`src/rtl/fifo_v2_if.sv`:
```
// fifo_v2_if: request/response bundle for the fifo_v2 buffer.
// master drives requests, slave (the FIFO) drives status and data.
interface fifo_v2_if #(
  parameter int DataWidth = 32,
  parameter int Depth     = 8,
  parameter int PtrWidth  = $clog2(Depth)
);
  logic                 writeEn;
  logic [DataWidth-1:0] writeData;
  logic                 readEn;
  logic                 clearErr;
  logic [DataWidth-1:0] readData;
  logic                 full;
  logic                 empty;
  logic                 almostFull;
  logic                 almostEmpty;
  logic [PtrWidth:0]    count;
  logic                 overflow;
  logic                 underflow;

  modport master (
    output writeEn, writeData, readEn, clearErr,
    input  readData, full, empty, almostFull,
    input  almostEmpty, count, overflow, underflow
  );

  modport slave (
    input  writeEn, writeData, readEn, clearErr,
    output readData, full, empty, almostFull,
    output almostEmpty, count, overflow, underflow
  );
endinterface

```
`src/rtl/fifo_v2.sv`:
```
// fifo_v2: single-clock FIFO, wrap-bit pointers, sticky errors.
// Define FIFO_V2_FWFT_EN for first-word-fall-through reads.
module fifo_v2 #(
  parameter int DataWidth = 32,
  parameter int Depth     = 8,
  parameter int AfThr     = 6,
  parameter int AeThr     = 2,
  parameter int PtrWidth  = $clog2(Depth)
) (
  input  logic     clk,
  input  logic     rstN,
  fifo_v2_if.slave bus
);

  localparam logic [PtrWidth:0] LAf = (PtrWidth+1)'(AfThr);
  localparam logic [PtrWidth:0] LAe = (PtrWidth+1)'(AeThr);

  logic [DataWidth-1:0] r_mem [Depth];
  logic [PtrWidth:0]    r_wr_ptr;
  logic [PtrWidth:0]    r_rd_ptr;
  logic                 r_ovf;
  logic                 r_unf;

  logic [PtrWidth:0]    w_count;
  logic                 w_full;
  logic                 w_empty;
  logic                 w_wr_acc;
  logic                 w_rd_acc;
  logic [DataWidth-1:0] w_rdata;
  logic [PtrWidth-1:0]  w_wr_addr;
  logic [PtrWidth-1:0]  w_rd_addr;

  assign w_wr_addr = r_wr_ptr[PtrWidth-1:0];
  assign w_rd_addr = r_rd_ptr[PtrWidth-1:0];

  assign w_full  = (r_wr_ptr[PtrWidth] != r_rd_ptr[PtrWidth])
                && (w_wr_addr == w_rd_addr);
  assign w_empty = (r_wr_ptr == r_rd_ptr);
  assign w_count = r_wr_ptr - r_rd_ptr;

  assign w_wr_acc = bus.writeEn && !w_full;
  assign w_rd_acc = bus.readEn && !w_empty;

  // Storage is not reset; stale words are unreachable behind the pointers.
  always_ff @(posedge clk) begin
    if (w_wr_acc) begin
      r_mem[w_wr_addr] <= bus.writeData;
    end
  end

  // Pointer advance on accepted requests only.
  always_ff @(posedge clk or negedge rstN) begin
    if (!rstN) begin
      r_wr_ptr <= '0;
      r_rd_ptr <= '0;
    end else begin
      if (w_wr_acc) r_wr_ptr <= r_wr_ptr + 1'b1;
      if (w_rd_acc) r_rd_ptr <= r_rd_ptr + 1'b1;
    end
  end

  // Sticky error flags; a new error beats a coincident clear.
  always_ff @(posedge clk or negedge rstN) begin
    if (!rstN) begin
      r_ovf <= 1'b0;
      r_unf <= 1'b0;
    end else begin
      if (bus.writeEn && w_full) r_ovf <= 1'b1;
      else if (bus.clearErr)     r_ovf <= 1'b0;
      if (bus.readEn && w_empty) r_unf <= 1'b1;
      else if (bus.clearErr)     r_unf <= 1'b0;
    end
  end

`ifdef FIFO_V2_FWFT_EN
  assign w_rdata = w_empty ? '0 : r_mem[w_rd_addr];
`else
  logic [DataWidth-1:0] r_rdata;

  // Registered read port: loads the head word when a read is accepted.
  always_ff @(posedge clk or negedge rstN) begin
    if (!rstN) begin
      r_rdata <= '0;
    end else if (w_rd_acc) begin
      r_rdata <= r_mem[w_rd_addr];
    end
  end

  assign w_rdata = r_rdata;
`endif

  assign bus.readData    = w_rdata;
  assign bus.full        = w_full;
  assign bus.empty       = w_empty;
  assign bus.count       = w_count;
  assign bus.almostFull  = (w_count >= LAf);
  assign bus.almostEmpty = (w_count <= LAe);
  assign bus.overflow    = r_ovf;
  assign bus.underflow   = r_unf;

endmodule

```
`src/flat_wrapper.sv`:
```
// flat-port wrapper written by rule: the top's interface ports become plain ports
module fifo_v2_flat 
#(
  parameter int DataWidth = 32,
  parameter int Depth     = 8,
  parameter int AfThr     = 6,
  parameter int AeThr     = 2,
  parameter int PtrWidth  = $clog2(Depth)
)
  (clk, rstN, bus_writeEn, bus_writeData, bus_readEn, bus_clearErr, bus_readData, bus_full, bus_empty, bus_almostFull, bus_almostEmpty, bus_count, bus_overflow, bus_underflow);
  fifo_v2_if #(.DataWidth(DataWidth), .Depth(Depth), .PtrWidth(PtrWidth)) bus_i ();
  input  logic clk;
  input  logic rstN;
  input wire logic [$bits(bus_i.writeEn)-1:0] bus_writeEn;
  input wire logic [$bits(bus_i.writeData)-1:0] bus_writeData;
  input wire logic [$bits(bus_i.readEn)-1:0] bus_readEn;
  input wire logic [$bits(bus_i.clearErr)-1:0] bus_clearErr;
  output wire logic [$bits(bus_i.readData)-1:0] bus_readData;
  output wire logic [$bits(bus_i.full)-1:0] bus_full;
  output wire logic [$bits(bus_i.empty)-1:0] bus_empty;
  output wire logic [$bits(bus_i.almostFull)-1:0] bus_almostFull;
  output wire logic [$bits(bus_i.almostEmpty)-1:0] bus_almostEmpty;
  output wire logic [$bits(bus_i.count)-1:0] bus_count;
  output wire logic [$bits(bus_i.overflow)-1:0] bus_overflow;
  output wire logic [$bits(bus_i.underflow)-1:0] bus_underflow;
  assign bus_i.writeEn = bus_writeEn;
  assign bus_i.writeData = bus_writeData;
  assign bus_i.readEn = bus_readEn;
  assign bus_i.clearErr = bus_clearErr;
  assign bus_readData = bus_i.readData;
  assign bus_full = bus_i.full;
  assign bus_empty = bus_i.empty;
  assign bus_almostFull = bus_i.almostFull;
  assign bus_almostEmpty = bus_i.almostEmpty;
  assign bus_count = bus_i.count;
  assign bus_overflow = bus_i.overflow;
  assign bus_underflow = bus_i.underflow;
  fifo_v2 #(.DataWidth(DataWidth), .Depth(Depth), .AfThr(AfThr), .AeThr(AeThr), .PtrWidth(PtrWidth)) u_core (.clk(clk), .rstN(rstN), .bus(bus_i));
endmodule
```
`config.mk`:
```
export PLATFORM = sky130hd
export DESIGN_NAME = fifo_v2_flat
export DESIGN_NICKNAME = d
export VERILOG_FILES = /design/src/rtl/fifo_v2_if.sv /design/src/rtl/fifo_v2.sv /design/src/flat_wrapper.sv
export SDC_FILE = /design/constraint.sdc
export NUM_CORES = 1
export LEC_CHECK = 0
export BUFFER_PORTS_ARGS = -buffer_cell sky130_fd_sc_hd__clkbuf_2
export CORE_MARGIN = 2
export CORE_UTILIZATION = 23
export DETAILED_ROUTE_END_ITERATION = 8
export PLACE_DENSITY = 0.41
export SYNTH_ARGS = -nofsm -noshare
export SYNTH_HDL_FRONTEND = slang
export SYNTH_SLANG_ARGS = --single-unit
```
`constraint.sdc`:
```
create_clock -name clk -period 6.6 [get_ports clk]
set_clock_uncertainty 0.15 [all_clocks]
set_input_delay 1.98 -clock clk [delete_from_list [all_inputs] [get_ports clk]]
set_output_delay 1.98 -clock clk [all_outputs]
set_load 0.005 [all_outputs]
```
==> out/qor.yml <==
status: "finished clean"
synth_edf_count: 256
ctsResizeCount: 0
cts-root-buf: "clkbuf_16"
io_pins: 79
hold_depth: 2
maxSlewViolCount: 0
instances_no_fill: 1410
ys_warn_count: 0
yosys-top-cells-area: "edfxtp_1 66%, dfrtp_1 9.1%, mux4_2 5.6%"
post_drt_via_cell_ratio: 4.11
clk_pin_slew_ps: 60
syn-cell-area_um2: 11600
path_cells: "inv_1 > ha_1 > nor2b_1 > o21ai_0 > nand3_1 > a221oi_1 > clkbuf_2"
vias: 5793
power_density_nw_per_um2: 457
rsz0062_at_grt: "no"
clock_sinks: 298
finalSetupViolCount: 0
synth_xor_area_frac: 0.00745
cp.required_ps: 4470
p_total_mw: 6.32
dp_hpwl_mm: 14.4
ys_seq_elements: 298
path_buf_inv: 2
slew_headroom: 0.262
syn2layout_area_growth_pct: 19.3
grt_antenna_before_repair: 3
endpoint_kind: "primary output"
critical_path_cell_count: 7
cts_tree: "done"
synth_ff_type: "edfxtp_1"
grt_max_degree: 69
start_kind: "register"
fin_setup_tns_ps: 0
track_usage: 0.103
hp-class: "reg2reg"
vdd_drop_max_mv: 0.189
yosysUniqueCellTypes: 37
rr_worst_depth: 6
yosysSeqAreaShare: 0.754
die-area_um2: 52200
crit_path_start: "u_core.r_rd_ptr[1]"
synth_top_family_by_area: "multiplexers"
r2r_start: "u_core.r_rd_ptr[1]"
worstSetupPathType: "reg2out"
core_area_um2: 50000
synth_top_area_frac: 0.663
dp.cells: 1347
hold_buffers: 0
r2r_end: "u_core.r_mem[5][20]"
fmax_ghz: 0.188
htree_levels: 2
cts_setup_buffers: 0
clock_path_buffers: 3
drtIter0Drc: 383
clk_latency_ps: 510
grt_pass1_wl_mm: 40.4
routabilityCongestion: 0.703
critical_path.top_delay_family: "flip-flops"
drive_above_1_share: 0.297
grt_remaining_overflow: 0
arrival_ps: 3180
power_leakage_nw: 4.66
slowest_delay_ps: 1060
cts_made_buffers: 35
syn_inst: 621
synth_fa_ha_area_frac: 0.00712
syn-num-nets: 664
critPathMaxFanout: 68
ys_async_sr_fraction: 0.141
wl_mm: 26.6
port_buffers: 78
drc: 0
max_cap_viol_count: 0
post-route-min-period_ps: 5310
die_width_um: 229
muxShareOfSynthArea: 0.122
setup.worst_path.end: "bus_almostEmpty"
final_hold_viol_count: 0
worst_path_max_delay_cell: "dfrtp_4"
grt_pass1_vias: 6221
r2r_setup_slack_ps: 2640
fin_nets: 755
synthSimpleGateAreaFrac: 0.0343
wl_per_cell_um: 18.9
final_antenna_net_count: 0
start_util: 0.232
die_height_um: 229
drtPass1Iterations: 6
synth_compound_area_frac: 0.0500
num_rows: 82
finalCritPeriodShare: 0.804
synth_area_per_cell_um2: 18.7
yosys.area.top_type: "edfxtp_1"
max_slew.worst_pin.slew_ps: 1100
n_antenna_cell: 0
==> logic make-up (layout without fill, tap and decap cells) <==
kind of cell               count (synthesis)  count (layout)
muxes                                     96              96
buffers and inverters                     45             162
adders and majority gates                  6               6
and+or+nand+nor                           90              90
DFF                                      298             298
xor gates and xnor gates                   9               9
AOI/OAI and AO/OA                         77              77
==> area by class of cell <==
type	count	area, µm²
Clock buffer	49	971
Clock inverter	14	121
Fill cell	5063	36100
Inverter	9	33.8
Multi-Input combinational cell	278	2620
Sequential cell	298	8750
Tap cell	672	841
Timing Repair Buffer	90	493
==> routing by layer <==
layer,part of all wire,track usage,routed length [µm]
met5,0.0015,0,40
met2,0.49,0.173,13100
met3,0.047,0.0274,1260
met4,0.017,0.0268,447
met1,0.44,0.131,11800
==> worst min-delay path by stage <==
stage / startpoint / end
after floorplan: u_core.bus.readData[0] / u_core.bus.readData[0]
after global placement: u_core.bus.readData[21] / u_core.bus.readData[21]
final: u_core.bus.readData[1] / u_core.bus.readData[1]
after detailed placement: u_core.bus.readData[24] / u_core.bus.readData[24]
after global routing: u_core.bus.readData[29] / u_core.bus.readData[29]
after CTS: u_core.bus.readData[24] / u_core.bus.readData[24]
==> tightest hold or removal path, stage by stage, from the launching register on <==
cell and delay [ps]:
dfrtp_1 350, nand2_1 50, o21ai_0 60
==> power by group <==
group / internal (mW) / switching, mW
clock: 1.11 / 0.734
combinational: 0.764 / 0.897
sequential: 2.44 / 0.373
==> cells in the final DEF (no fill, tap or decap), drive strengths merged, types with 13 or more instances in the layout <==
cell and n:
edfxtp 256, clkbuf 126, nand2 42, dfrtp 42, o21ai 39, nand3 34
mux2i 32, mux2 32, mux4 32, o221ai 32, buf 13
==> flip-flops by register name (all words and copies together), names as in the netlist <==
register / count
u_core.r_wr_ptr: 4
u_core.bus.overflow: 1
u_core.r_mem: 256
u_core.bus.underflow: 1
u_core.bus.readData: 32
u_core.r_rd_ptr: 4
==> cell usage after synthesis (3+ instances only) <==
cell,instances
inv_1,9
buf_4,3
nand3_1,34
o221ai_2,9
buf_6,7
mux4_2,29
mux2_2,31
nor2_1,5
mux2i_1,32
o221ai_1,23
xnor2_1,7
buf_12,3
o21ai_0,10
o21ai_1,29
mux4_1,3
ha_1,5
edfxtp_1,256
buf_2,12
nand2_1,42
dfrtp_1,42
clkbuf_1,11
nor3_1,4
==> stage by stage <==
stage | utilization | setup slack, ps | hold slack (ps) | cell area [µm²]
floorplan | - | 741 | 321 | 11600
global placement | 0.255 | 1830 | 322 | 12700
detailed placement | 0.255 | 1800 | 328 | 12700
CTS | 0.277 | 1220 | 341 | 13800
global route | 0.277 | 1000 | 366 | 13800
finish | 0.277 | 1290 | 335 | 13800
(Power assumes the default switching activity.)
